File: src/rtl/fsm_counter_ctrl.sv
// fsm_counter_ctrl
//   Up/down step counter between 0 and MAX_COUNT, advanced by a clock-enable
//   tick from an internal rate divider. It supports pause, abort (a second go
//   press), auto-repeat and a one-clock done pulse. Everything runs on clk.
//
// Ports
//   clk          system clock
//   rst          asynchronous reset, active-high
//   go           async level; synchronised, rising edge starts or aborts a run
//   pause        async level; synchronised, freezes the count while high
//   dir          0 = count up to MAX_COUNT, 1 = count down to 0 (latched at start)
//   auto_repeat  1 = reload and run again after each completed sequence
//   count        current count value
//   busy         high in RUN or PAUSE
//   done         high for the single clock spent in DONE
//   state        IDLE=0, RUN=1, PAUSE=2, DONE=3
module fsm_counter_ctrl #(
  parameter int unsigned CNT_WIDTH = 4,
  parameter int unsigned MAX_COUNT = 15,
  parameter int unsigned CLK_DIV   = 1500000
) (
  input  logic                 clk,
  input  logic                 rst,
  input  logic                 go,
  input  logic                 pause,
  input  logic                 dir,
  input  logic                 auto_repeat,
  output logic [CNT_WIDTH-1:0] count,
  output logic                 busy,
  output logic                 done,
  output logic [1:0]           state
);

  localparam int unsigned DIV_W = (CLK_DIV > 1) ? $clog2(CLK_DIV) : 1;

  localparam logic [DIV_W-1:0]     DIV_LAST = DIV_W'(CLK_DIV - 1);
  localparam logic [DIV_W-1:0]     DIV_ZERO = {DIV_W{1'b0}};
  localparam logic [DIV_W-1:0]     DIV_ONE  = DIV_W'(1);
  localparam logic [CNT_WIDTH-1:0] CNT_MAX  = CNT_WIDTH'(MAX_COUNT);
  localparam logic [CNT_WIDTH-1:0] CNT_ZERO = {CNT_WIDTH{1'b0}};
  localparam logic [CNT_WIDTH-1:0] CNT_ONE  = CNT_WIDTH'(1);

  typedef enum logic [1:0] {
    S_IDLE  = 2'd0,
    S_RUN   = 2'd1,
    S_PAUSE = 2'd2,
    S_DONE  = 2'd3
  } state_t;

  // Synchroniser and edge-detect flops
  logic go_meta_q, go_sync_q, go_prev_q, go_rise_q;
  logic pause_meta_q, pause_sync_q;
  logic go_rise_d;

  // Main FSM / datapath flops
  state_t               state_q, state_d;
  logic [CNT_WIDTH-1:0] count_q, count_d;
  logic [DIV_W-1:0]     div_q, div_d;
  logic                 dir_q, dir_d;

  logic                 tick;
  logic [CNT_WIDTH-1:0] start_val;
  logic [CNT_WIDTH-1:0] end_val;

  // Rising-edge detect of the synchronised go level; registered below so a
  // go edge reaches the FSM three clocks after the raw input rises.
  always_comb begin
    go_rise_d = go_sync_q & ~go_prev_q;
  end

  // Two-flop synchronisers for go and pause, plus the registered go edge
  always_ff @(posedge clk or posedge rst) begin
    if (rst) begin
      go_meta_q    <= 1'b0;
      go_sync_q    <= 1'b0;
      go_prev_q    <= 1'b0;
      go_rise_q    <= 1'b0;
      pause_meta_q <= 1'b0;
      pause_sync_q <= 1'b0;
    end else begin
      go_meta_q    <= go;
      go_sync_q    <= go_meta_q;
      go_prev_q    <= go_sync_q;
      go_rise_q    <= go_rise_d;
      pause_meta_q <= pause;
      pause_sync_q <= pause_meta_q;
    end
  end

  assign tick      = (div_q == DIV_LAST);
  assign start_val = dir_q ? CNT_MAX : CNT_ZERO;
  assign end_val   = dir_q ? CNT_ZERO : CNT_MAX;

  // Next-state and datapath logic. The divider free-runs unless a run is
  // (re)started, so the first step of every run lands CLK_DIV clocks later.
  always_comb begin
    state_d = state_q;
    count_d = count_q;
    dir_d   = dir_q;
    div_d   = tick ? DIV_ZERO : (div_q + DIV_ONE);
    case (state_q)
      S_IDLE: begin
        if (go_rise_q) begin
          dir_d   = dir;
          count_d = dir ? CNT_MAX : CNT_ZERO;
          div_d   = DIV_ZERO;
          state_d = S_RUN;
        end else begin
          state_d = S_IDLE;
        end
      end
      S_RUN: begin
        if (go_rise_q) begin
          state_d = S_IDLE;
          count_d = CNT_ZERO;
        end else if (pause_sync_q) begin
          // a tick in this same clock is dropped on purpose
          state_d = S_PAUSE;
        end else if (tick) begin
          if (count_q == end_val) begin
            state_d = S_DONE;
          end else if (dir_q) begin
            count_d = count_q - CNT_ONE;
          end else begin
            count_d = count_q + CNT_ONE;
          end
        end else begin
          state_d = S_RUN;
        end
      end
      S_PAUSE: begin
        if (go_rise_q) begin
          state_d = S_IDLE;
          count_d = CNT_ZERO;
        end else if (!pause_sync_q) begin
          state_d = S_RUN;
        end else begin
          state_d = S_PAUSE;
        end
      end
      S_DONE: begin
        // go edges are ignored here; DONE always lasts one clock
        if (auto_repeat) begin
          state_d = S_RUN;
          count_d = start_val;
          div_d   = DIV_ZERO;
        end else begin
          state_d = S_IDLE;
        end
      end
      default: begin
        state_d = S_IDLE;
        count_d = CNT_ZERO;
      end
    endcase
  end

  // FSM state, count, divider and latched direction registers
  always_ff @(posedge clk or posedge rst) begin
    if (rst) begin
      state_q <= S_IDLE;
      count_q <= CNT_ZERO;
      div_q   <= DIV_ZERO;
      dir_q   <= 1'b0;
    end else begin
      state_q <= state_d;
      count_q <= count_d;
      div_q   <= div_d;
      dir_q   <= dir_d;
    end
  end

  assign count = count_q;
  assign state = state_q;
  assign busy  = (state_q == S_RUN) || (state_q == S_PAUSE);
  assign done  = (state_q == S_DONE);

endmodule

File: config.mk
export PLATFORM = sky130hd
export DESIGN_NAME = fsm_counter_ctrl
export DESIGN_NICKNAME = d
export VERILOG_FILES = /design/src/rtl/fsm_counter_ctrl.sv
export SDC_FILE = /design/constraint.sdc
export NUM_CORES = 1
export LEC_CHECK = 0
export ABC_AREA = 1
export CAP_MARGIN = 30
export CORE_MARGIN = 4
export CORE_UTILIZATION = 50
export DETAILED_ROUTE_END_ITERATION = 8
export GPL_ROUTABILITY_DRIVEN = 0
export PLACE_DENSITY = 0.71
export SYNTH_ARGS = -nofsm -noshare
export SYNTH_HDL_FRONTEND = slang
export SYNTH_SLANG_ARGS = --single-unit
export TNS_END_PERCENT = 10
File: constraint.sdc
create_clock -name clk -period 3.4 [get_ports clk]
set_clock_uncertainty 0.2 [all_clocks]
set_input_delay 0.68 -clock clk [delete_from_list [all_inputs] [get_ports clk]]
set_output_delay 0.68 -clock clk [all_outputs]
set_load 0.005 [all_outputs]
### Yosys cells after proc, flatten, opt, wreduce, memory -nomap -nowiden

Cells that the tools add are included.

| storage, ports and cells | value |
|---|---|
| logic and storage cells | 56 |
| input port bits | 6 |
| register bits after elaboration | 34 |
| output and inout port bits | 8 |

| operators by class | value |
|---|---|
| $add $sub $neg | 3 |
| reductions and logical operators | 4 |
| bitwise logic cells | 2 |
| equal/unequal tests | 12 |
| mux-type cells | 25 |

Operators with widths:

| operator | count |
|---|---|
| 2-to-1 mux 21 bit | 3 |
| 2-to-1 mux 4 bit | 11 |
| case mux 21 bit (2 select lines) | 1 |
| adder 21 x 1 -> 21 bit (second input constant) | 1 |
| == test 21 bit (second input constant) | 1 |
| case mux 4 bit (4 select lines) | 1 |
| 2-to-1 mux 2 bit | 6 |
| inequality test 3 bit (second input constant) | 3 |
| case mux 2 bit (4 select lines) | 1 |
| inequality test 2 bit (second input constant) | 3 |
| AND reduction 6 bit | 1 |
| inequality test 5 bit (second input constant) | 1 |
| adder 4 x 1 -> 4 bit (second input constant) | 1 |
| == test 2 bit (second input constant) | 2 |
| == test 4 bit | 1 |
| subtractor 4 x 1 -> 4 bit (second input constant) | 1 |
| == test 2 x 1 -> 1 bit (second input constant) | 1 |
| zero test 2 bit | 1 |
| 2-to-1 mux 1 bit | 2 |
| AND reduction 2 bit | 1 |
| AND 1 bit | 1 |
| logical OR 1 bit | 1 |
| inverter 1 bit | 1 |

### Longest topological paths before layout

Gate-level depths: netlist of the first run.

| logic depth | value |
|---|---|
| depth after elaboration | 7 |
| mapped depth | 11 |

### Least setup slack after synthesis of the first run

Ideal clock, no wire load.

| timing | value |
|---|---|
| kind | register to register |
| from | reg div_q[0] |
| to | reg div_q[20] |
| buffers on the path | 1 |
| setup time | 0.121 ns |
| path slack | 1.667 ns |
| cell stages (with the launch flop) | 12 |
| arrival | 1.411 ns |
| data required time | 3.079 ns |
| cells stage by stage | dfrtp_1 ha_1 nand2_1 nor2_2 nand3_2 nor2_4 inv_2 nand2_4 inv_2 buf_6 nand2_1 nor2_1 |

| on the way | value |
|---|---|
| word-level cells in the longest chain between the ends | 4 |

Ends and longest elaborated chain:

| item | line | text |
|---|---|---|
| start: declaration | 58 | `logic [DIV_W-1:0] div_q, div_d;` |
| start signal: assignment | 168 | `div_q <= div_d;` |
| adder 21 x 1 -> 21 bit or == test 21 bit (tied branches) | 100, 90 |  |
| 2-to-1 mux 21 bit * | 100 | `div_d = tick ? DIV_ZERO : (div_q + DIV_ONE);` |
| 2-to-1 mux 21 bit (on tied branches) | 143, 103 |  |
| case mux 21 bit (2 select lines) * | 101 | `case (state_q)` |
| via div_d[20] | 58 |  |

Mark *: on every way through the listed nets, which the timed path passes. The rest lies on a longest branch.
A chain may end at the register's enable or synchronous reset.

### Final worst setup path of the first run

| timing | value |
|---|---|
| from | reg state_q[0], in the netlist state[0] |
| to | out busy |

| on the way | value |
|---|---|
| word-level cells in the longest chain between the ends | 2 |

Ends and longest elaborated chain:

| item | line | text |
|---|---|---|
| start: declaration | 56 | `state_t state_q, state_d;` |
| start signal: assignment | 166 | `state_q <= state_d;` |
| == test 2 x 1 -> 1 bit or == test 2 bit (tied branches) | 175 | `assign busy = (state_q == S_RUN) \|\| (state_q == S_PAUSE);` |
| logical OR 1 bit * | 175 |  |
| end: declaration | 29 | `output logic busy,` |

Every way passes the cells marked *; elsewhere a longest branch is shown, timed or not.

==> results of run 1 <==
-- registers in the layout, indices dropped and copies added (netlist names) --
name	count
state	2
go_prev_q	1
dir_q	1
pause_sync_q	1
pause_meta_q	1
go_rise_q	1
go_meta_q	1
div_q	21
count	4
go_sync_q	1
-- placed cells by master, fill, tap and decap left out, types with 2 or more instances in the layout --
master | Yosys | layout
sky130_fd_sc_hd__nand2_1 | 83 | 83
sky130_fd_sc_hd__nor2_1 | 45 | 45
sky130_fd_sc_hd__dfrtp_1 | 34 | 34
sky130_fd_sc_hd__inv_1 | 31 | 31
sky130_fd_sc_hd__nand3_1 | 15 | 15
sky130_fd_sc_hd__clkdlybuf4s50_1 | 0 | 13
sky130_fd_sc_hd__a21oi_1 | 10 | 10
sky130_fd_sc_hd__o21ai_0 | 9 | 9
sky130_fd_sc_hd__nor3_1 | 8 | 8
sky130_fd_sc_hd__ha_1 | 7 | 7
sky130_fd_sc_hd__clkbuf_8 | 0 | 6
sky130_fd_sc_hd__nand4_1 | 5 | 5
sky130_fd_sc_hd__inv_2 | 3 | 3
sky130_fd_sc_hd__xor2_1 | 2 | 2
sky130_fd_sc_hd__nor3b_1 | 2 | 2
sky130_fd_sc_hd__o21ai_2 | 2 | 2
sky130_fd_sc_hd__o21ai_1 | 2 | 2
-- per-layer routing --
metal	vias to the layer above	global-route usage
li1	886	-
met1	800	0.240
met2	42	0.256
met3	7	0.0455
met4	0	0.0522
met5	-	0
-- critical path, delay by kind of cell, from the launching register on --
family	cells	cell delay [ns]
buffers and inverters	2	0.60
flip-flops	1	0.41
adder cells (fa/ha/maj)	1	0.30
-- final cells by class --
class / count / area, µm² / share of cell area
flip-flops and latches: 34 / 851 / 0.380
clock buffers: 7 / 86.3 / 0.0386
inverters: 34 / 128 / 0.0570
clock inverters: 1 / 5.00 / 0.00224
multi-input cells: 200 / 970 / 0.433
repair buffers: 14 / 138 / 0.0615
well taps: 48 / 60.1 / 0.0268
-- cells by family (layout without fill, tap and decap cells) --
group / after synthesis / count (layout) / synth area share
buffers and inverters: 35 / 56 / 0.0709
adders and majority gates: 8 / 8 / 0.0549
AOI/OAI and AO/OA: 25 / 25 / 0.0709
xor gates and xnor gates: 3 / 3 / 0.0134
and+or+nand+nor: 164 / 164 / 0.356
DFF: 34 / 34 / 0.434
-- worst paths after layout --
kind / end / slack (ns) / cells after the start
worst max-delay path: busy / 0.93 / 3
worst min-delay path: pause_sync_q$_DFF_PP0_ / 0.15 / 0
worst max register to register: div_q[18]$_DFF_PP0_ / 1.31 / 8
worst min register to register: pause_sync_q$_DFF_PP0_ / 0.15 / 0
max in group asynchronous: div_q[0]$_DFF_PP0_ / 1.81 / 3
min in group asynchronous: count[3]$_DFFE_PP0P_ / 0.53 / 2
-- report_power, final --
group / internal, mW / leakage (nW) / total (mW) / switching [mW]
sequential: 0.462 / 0.450 / 0.543 / 0.0812
clock: 0.163 / 0.0482 / 0.306 / 0.143
combinational: 0.213 / 0.584 / 0.518 / 0.305
-- per-stage QoR --
step | util | setup slack (ns) | hold slack (ns) | instance area [µm²] | power [mW]
after floorplan | - | 1.67 | 0.131 | 1960 | 0.905
after global placement | 0.577 | 1.24 | 0.134 | 2150 | 1.06
after detailed placement | 0.577 | 1.22 | 0.137 | 2150 | 1.07
after CTS | 0.602 | 0.906 | 0.153 | 2240 | 1.38
after global routing | 0.602 | 0.833 | 0.159 | 2240 | 1.48
final | 0.602 | 0.934 | 0.150 | 2240 | 1.37
==> summary.json, run 1 <==
{
  "drive_above_1_share": {"value": 0.0690},
  "design.core.area": {"value": 3720, "unit": "µm²"},
  "timing_max_transition_violations_final": {"value": 0},
  "io_buffers": {"value": 13},
  "finish.cell_count_without_fillers": {"value": 338},
  "clock_sink_count": {"value": 34},
  "maxSlewHeadroom": {"value": 0.656},
  "drt_wirelength": {"value": 4020, "unit": "µm"},
  "maximum_level_of_the_cts_h_tree": {"value": 2},
  "cts-root-buf": {"value": "sky130_fd_sc_hd__clkbuf_8"},
  "cts_buffers": {"value": 5},
  "critical_path_arrival": {"value": 1.59, "unit": "ns"},
  "first_pass_iters": {"value": 4},
  "timing.final.setup_violations": {"value": 0},
  "final.min_clock_period": {"value": 2.47, "unit": "ns"},
  "finalHoldViolations": {"value": 0},
  "number_of_synthesized_flops_with_an_enable_pin": {"value": 0},
  "route.vias.total": {"value": 1735},
  "synth-warning-count": {"value": 0},
  "initial_core_util": {"value": 0.527},
  "cts_tree": {"value": "built"},
  "cts.clk_slew.worst_paths": {"value": 0.06, "unit": "ns"},
  "min_path_type": {"value": "reg -> reg"},
  "syn_inst": {"value": 269},
  "crit_fanout": {"value": 5},
  "wl_per_cell": {"value": 11.9, "unit": "µm"},
  "antenna_left": {"value": 0},
  "status": {"value": "finished, final reports clean"},
  "rsz0062_at_grt": {"value": "no"},
  "post-route-drc-count": {"value": 0},
  "worstSkewPairLatency": {"value": 0.28, "unit": "ns"},
  "ctsLongestPathBuffers": {"value": 2},
  "core.rowCount": {"value": 22},
  "grt_max_degree": {"value": 22},
  "power.leakage": {"value": 1.08, "unit": "nW"},
  "yosysTopAreaCellShare": {"value": 0.434},
  "yosys.cell_count.top_type": {"value": "sky130_fd_sc_hd__nand2_1"},
  "worst-endpoint-required": {"value": 2.52, "unit": "ns"},
  "placedCellCount": {"value": 330},
  "nFillCells": {"value": 359},
  "worst_setup_path_type": {"value": "reg -> out"},
  "register_bit_total_from_synthesis": {"value": 34},
  "worstPathCellList": {"value": "inv_1 > ha_1 > clkdlybuf4s50_1"},
  "cts.hold.buffers_added": {"value": 0},
  "dr.max_layer_used": {"value": "met4"},
  "die_w": {"value": 70.6, "unit": "µm"},
  "diodes": {"value": 0},
  "die_area": {"value": 4980, "unit": "µm²"},
  "grt_pass1_wl": {"value": 6930, "unit": "µm"},
  "timing.hold.worst.start": {"value": "pause_meta_q$_DFF_PP0_"},
  "synthArstFlopShare": {"value": 1.00},
  "wl_met2": {"value": 1780, "unit": "µm"},
  "viasPerCell": {"value": 5.13},
  "post_cts_buffers": {"value": 0},
  "antenna_found_initial": {"value": 0},
  "maxClockFrequency": {"value": 0.406, "unit": "GHz"},
  "layout.nets": {"value": 303},
  "met3RoutedLength": {"value": 179, "unit": "µm"},
  "synth_ff_type": {"value": "sky130_fd_sc_hd__dfrtp_1"},
  "synth_sequential_area_ratio": {"value": 0.434},
  "global_route.overflow_total": {"value": 0},
  "crit_path_start_kind": {"value": "flip-flop"},
  "maxCapViolations": {"value": 0},
  "power_per_cell_area": {"value": 611, "unit": "nW/µm²"},
  "synth_area": {"value": 1960, "unit": "µm²"},
  "critPathSlowestCell": {"value": "sky130_fd_sc_hd__clkdlybuf4s50_1"},
  "cts_resized": {"value": 0},
  "final_critical_path_share_of_the_clock_period": {"value": 0.725},
  "hpwlAfterDp": {"value": 3020, "unit": "µm"},
  "reg2reg_from": {"value": "div_q[0]$_DFF_PP0_"},
  "critical_path.max_stage_delay": {"value": 0.50, "unit": "ns"},
  "vias_in_the_first_global_route": {"value": 1611},
  "end_kind": {"value": "output pin"},
  "yosys-top-cells-count": {"value": "sky130_fd_sc_hd__nand2_1 (83), sky130_fd_sc_hd__nor2_1 (45), sky130_fd_sc_hd__dfrtp_1 (34), sky130_fd_sc_hd__inv_1 (31), sky130_fd_sc_hd__nand3_1 (15)"},
  "mappedNetlistNets": {"value": 283},
  "worst_pin_slew": {"value": 0.515, "unit": "ns"},
  "met1Wirelength": {"value": 2000, "unit": "µm"},
  "floorplan.io_pins": {"value": 14},
  "grtUsageTotal": {"value": 0.169},
  "yosys.cell_types.count": {"value": 26},
  "yosysTopAreaCell": {"value": "sky130_fd_sc_hd__dfrtp_1"},
  "die_h": {"value": 70.6, "unit": "µm"},
  "tns": {"value": 0, "unit": "ns"},
  "drt-initial-drc-count": {"value": 113},
  "flow.area_growth_from_synthesis": {"value": 14.2, "unit": "%"},
  "max-vdd-ir-drop": {"value": 0.390, "unit": "mV"},
  "synthesis.area_per_instance": {"value": 7.28, "unit": "µm²"},
  "crit_start": {"value": "state[0]$_DFFE_PP0P_"},
  "netlist_top_cells_area": {"value": "sky130_fd_sc_hd__dfrtp_1 (43%), sky130_fd_sc_hd__nand2_1 (16%), sky130_fd_sc_hd__nor2_1 (8.6%)"}
}
Power figures use the tool's default switching activity.
==> run 2: changes to the inputs <==
==> constraint.sdc (replaced) <==
create_clock -name clk -period 2.3 [get_ports clk]
set_clock_uncertainty 0.2 [all_clocks]
set_input_delay 0.46 -clock clk [delete_from_list [all_inputs] [get_ports clk]]
set_output_delay 0.46 -clock clk [all_outputs]
set_load 0.005 [all_outputs]
==> run 2 against run 1 <==
Clock-buffer cell count shrank 2. Sequential power grew 46%. Die area is the same. Non-clock buffer count grew 5. Register-to-register slack lost 0.92 ns. Final cell count grew 1.5%. Via count is essentially flat. Power grew 58%. Setup slack lost 0.85 ns. Worst hold slack gained 0.0096 ns. Sequential share of layout area shrank 0.91 points. Utilization grew 1.5 points.
==> summary.json, run 2 (same netlist as run 1, synthesis figures left out) <==
{
  "worst_slack": {"value": 0.0854, "unit": "ns"},
  "nFillCells": {"value": 349},
  "critical_path.max_stage_delay": {"value": 0.50, "unit": "ns"},
  "reg2reg_from": {"value": "div_q[0]$_DFF_PP0_"},
  "max-vdd-ir-drop": {"value": 0.586, "unit": "mV"},
  "flow.area_growth_from_synthesis": {"value": 17.0, "unit": "%"},
  "final.min_clock_period": {"value": 2.21, "unit": "ns"},
  "layout.nets": {"value": 308},
  "wl_met2": {"value": 1960, "unit": "µm"},
  "rrSetupSlack": {"value": 0.39, "unit": "ns"},
  "clock_sink_count": {"value": 34},
  "crit_fanout": {"value": 4},
  "first_pass_iters": {"value": 4},
  "maxSlewHeadroom": {"value": 0.683},
  "power.leakage": {"value": 1.12, "unit": "nW"},
  "dp_worst_setup_slack": {"value": 0.342, "unit": "ns"},
  "diodes": {"value": 0},
  "grtUsageTotal": {"value": 0.188},
  "drt-initial-drc-count": {"value": 179},
  "timing.final.setup_violations": {"value": 0},
  "die_w": {"value": 70.6, "unit": "µm"},
  "maxCapViolations": {"value": 0},
  "viasPerCell": {"value": 5.06},
  "hpwlAfterDp": {"value": 3180, "unit": "µm"},
  "cts-root-buf": {"value": "sky130_fd_sc_hd__clkbuf_8"},
  "grt_max_degree": {"value": 14},
  "critPathTopFamily": {"value": "buffers and inverters"},
  "whs_endpoint": {"value": "go_sync_q$_DFF_PP0_"},
  "maxClockFrequency": {"value": 0.452, "unit": "GHz"},
  "vias_in_the_first_global_route": {"value": 1665},
  "wl_per_cell": {"value": 12.5, "unit": "µm"},
  "crit_path_start_kind": {"value": "flip-flop"},
  "worst_setup_path_type": {"value": "reg -> out"},
  "min_path_type": {"value": "reg -> reg"},
  "status": {"value": "finished, final reports clean"},
  "hold_slack": {"value": 0.159, "unit": "ns"},
  "design.core.area": {"value": 3720, "unit": "µm²"},
  "cts_tree": {"value": "built"},
  "initial_core_util": {"value": 0.527},
  "timing_max_transition_violations_final": {"value": 0},
  "largest_register_ffs": {"value": 21},
  "rsz0062_at_grt": {"value": "no"},
  "final_critical_path_share_of_the_clock_period": {"value": 0.963},
  "critPathSlowestCell": {"value": "sky130_fd_sc_hd__clkdlybuf4s50_1"},
  "die_area": {"value": 4980, "unit": "µm²"},
  "path_buf_inv": {"value": 2},
  "end_kind": {"value": "output pin"},
  "global_route.overflow_total": {"value": 0},
  "timing.hold.worst_path_depth": {"value": 0},
  "power_per_cell_area": {"value": 941, "unit": "nW/µm²"},
  "antenna_found_initial": {"value": 0},
  "cts.clk_slew.worst_paths": {"value": 0.07, "unit": "ns"},
  "die_h": {"value": 70.6, "unit": "µm"},
  "cts_buffers": {"value": 5},
  "met3RoutedLength": {"value": 236, "unit": "µm"},
  "worstPathCellList": {"value": "inv_2 > ha_1 > clkdlybuf4s50_1"},
  "finalHoldViolations": {"value": 0},
  "grt_pass1_wl": {"value": 7450, "unit": "µm"},
  "worst_pin_slew": {"value": 0.476, "unit": "ns"},
  "post-route-drc-count": {"value": 0},
  "core.rowCount": {"value": 22},
  "critical_path_arrival": {"value": 1.55, "unit": "ns"},
  "worst-r2r-cell-count": {"value": 8},
  "io_buffers": {"value": 13},
  "antenna_left": {"value": 0},
  "ctsLongestPathBuffers": {"value": 2},
  "dr.max_layer_used": {"value": "met4"},
  "met1Wirelength": {"value": 2000, "unit": "µm"},
  "worst-endpoint-required": {"value": 1.64, "unit": "ns"},
  "worstReg2RegEnd": {"value": "div_q[18]$_DFF_PP0_"},
  "timing.hold.worst.start": {"value": "go_meta_q$_DFF_PP0_"},
  "largest_register": {"value": "div_q"},
  "worstSkewPairLatency": {"value": 0.29, "unit": "ns"},
  "floorplan.io_pins": {"value": 14},
  "drive_above_1_share": {"value": 0.0915},
  "route.vias.total": {"value": 1736},
  "tns": {"value": 0, "unit": "ns"},
  "most-common-layout-cells": {"value": "sky130_fd_sc_hd__nand2_1 (83), sky130_fd_sc_hd__nor2_1 (45), sky130_fd_sc_hd__dfrtp_1 (34), sky130_fd_sc_hd__inv_1 (30), sky130_fd_sc_hd__nand3_1 (15)"},
  "final_common_cell": {"value": "sky130_fd_sc_hd__nand2_1"},
  "drt_wirelength": {"value": 4280, "unit": "µm"},
  "maximum_level_of_the_cts_h_tree": {"value": 2}
}
==> run 2: report_power, final <==
group | total (mW) | internal (mW) | switching [mW] | leakage, nW
combinational | 0.819 | 0.349 | 0.470 | 0.609
sequential | 0.795 | 0.683 | 0.111 | 0.450
clock | 0.543 | 0.319 | 0.224 | 0.0579
total | 2.16 | 1.35 | 0.805 | 1.12
==> run 2: worst max-delay path by stage <==
| stage | depth (start not counted) | end | start | slack [ns] |
|---|---|---|---|---|
| 3_3_place_gp | 3 | busy | state[0]$_DFFE_PP0P_ | 0.34 |
| 5_1_grt | 3 | busy | state[0]$_DFFE_PP0P_ | 0.01 |
| 3_5_place_dp | 3 | busy | state[0]$_DFFE_PP0P_ | 0.34 |
| 2_1_floorplan | 11 | div_q[20]$_DFF_PP0_ | div_q[0]$_DFF_PP0_ | 0.57 |
| 4_1_cts | 3 | busy | state[0]$_DFFE_PP0P_ | 0.02 |
| 6_report | 3 | busy | state[0]$_DFFE_PP0P_ | 0.09 |
==> run 2: metal layers <==
metal | up-vias | track usage
met4 | 0 | 0.0731
li1 | 896 | -
met5 | - | 0
met2 | 52 | 0.280
met3 | 8 | 0.0554
met1 | 780 | 0.259
==> run 2: stage by stage <==
| stage | util | power, mW | cell area (µm²) | instances |
|---|---|---|---|---|
| 2_1_floorplan | - | 1.34 | 1960 | 269 |
| 4_1_cts | 0.611 | 2.14 | 2270 | 340 |
| 3_5_place_dp | 0.581 | 1.59 | 2160 | 332 |
| 6_report | 0.617 | 2.16 | 2290 | 343 |
| 5_1_grt | 0.617 | 2.34 | 2290 | 343 |
| 3_3_place_gp | 0.581 | 1.59 | 2160 | 332 |
==> run 2: what timing repair did <==
| action | 4_1_cts | 5_1_grt |
|---|---|---|
| gates resized for setup | 0 | 1 |
| setup buffers | 0 | 3 |
| setup endpoints to repair | 0 | 1 |
| hold buffers | 0 | 0 |
==> run 2: area by class of cell <==
type / count / area [µm²] / share of cell area
clock inverter: 3 / 40.0 / 0.0175
sequential: 34 / 851 / 0.371
inverter: 34 / 128 / 0.0557
timing repair buffer: 19 / 175 / 0.0764
tap: 48 / 60.1 / 0.0262
multi-input combinational: 200 / 970 / 0.423
clock buffer: 5 / 68.8 / 0.0300
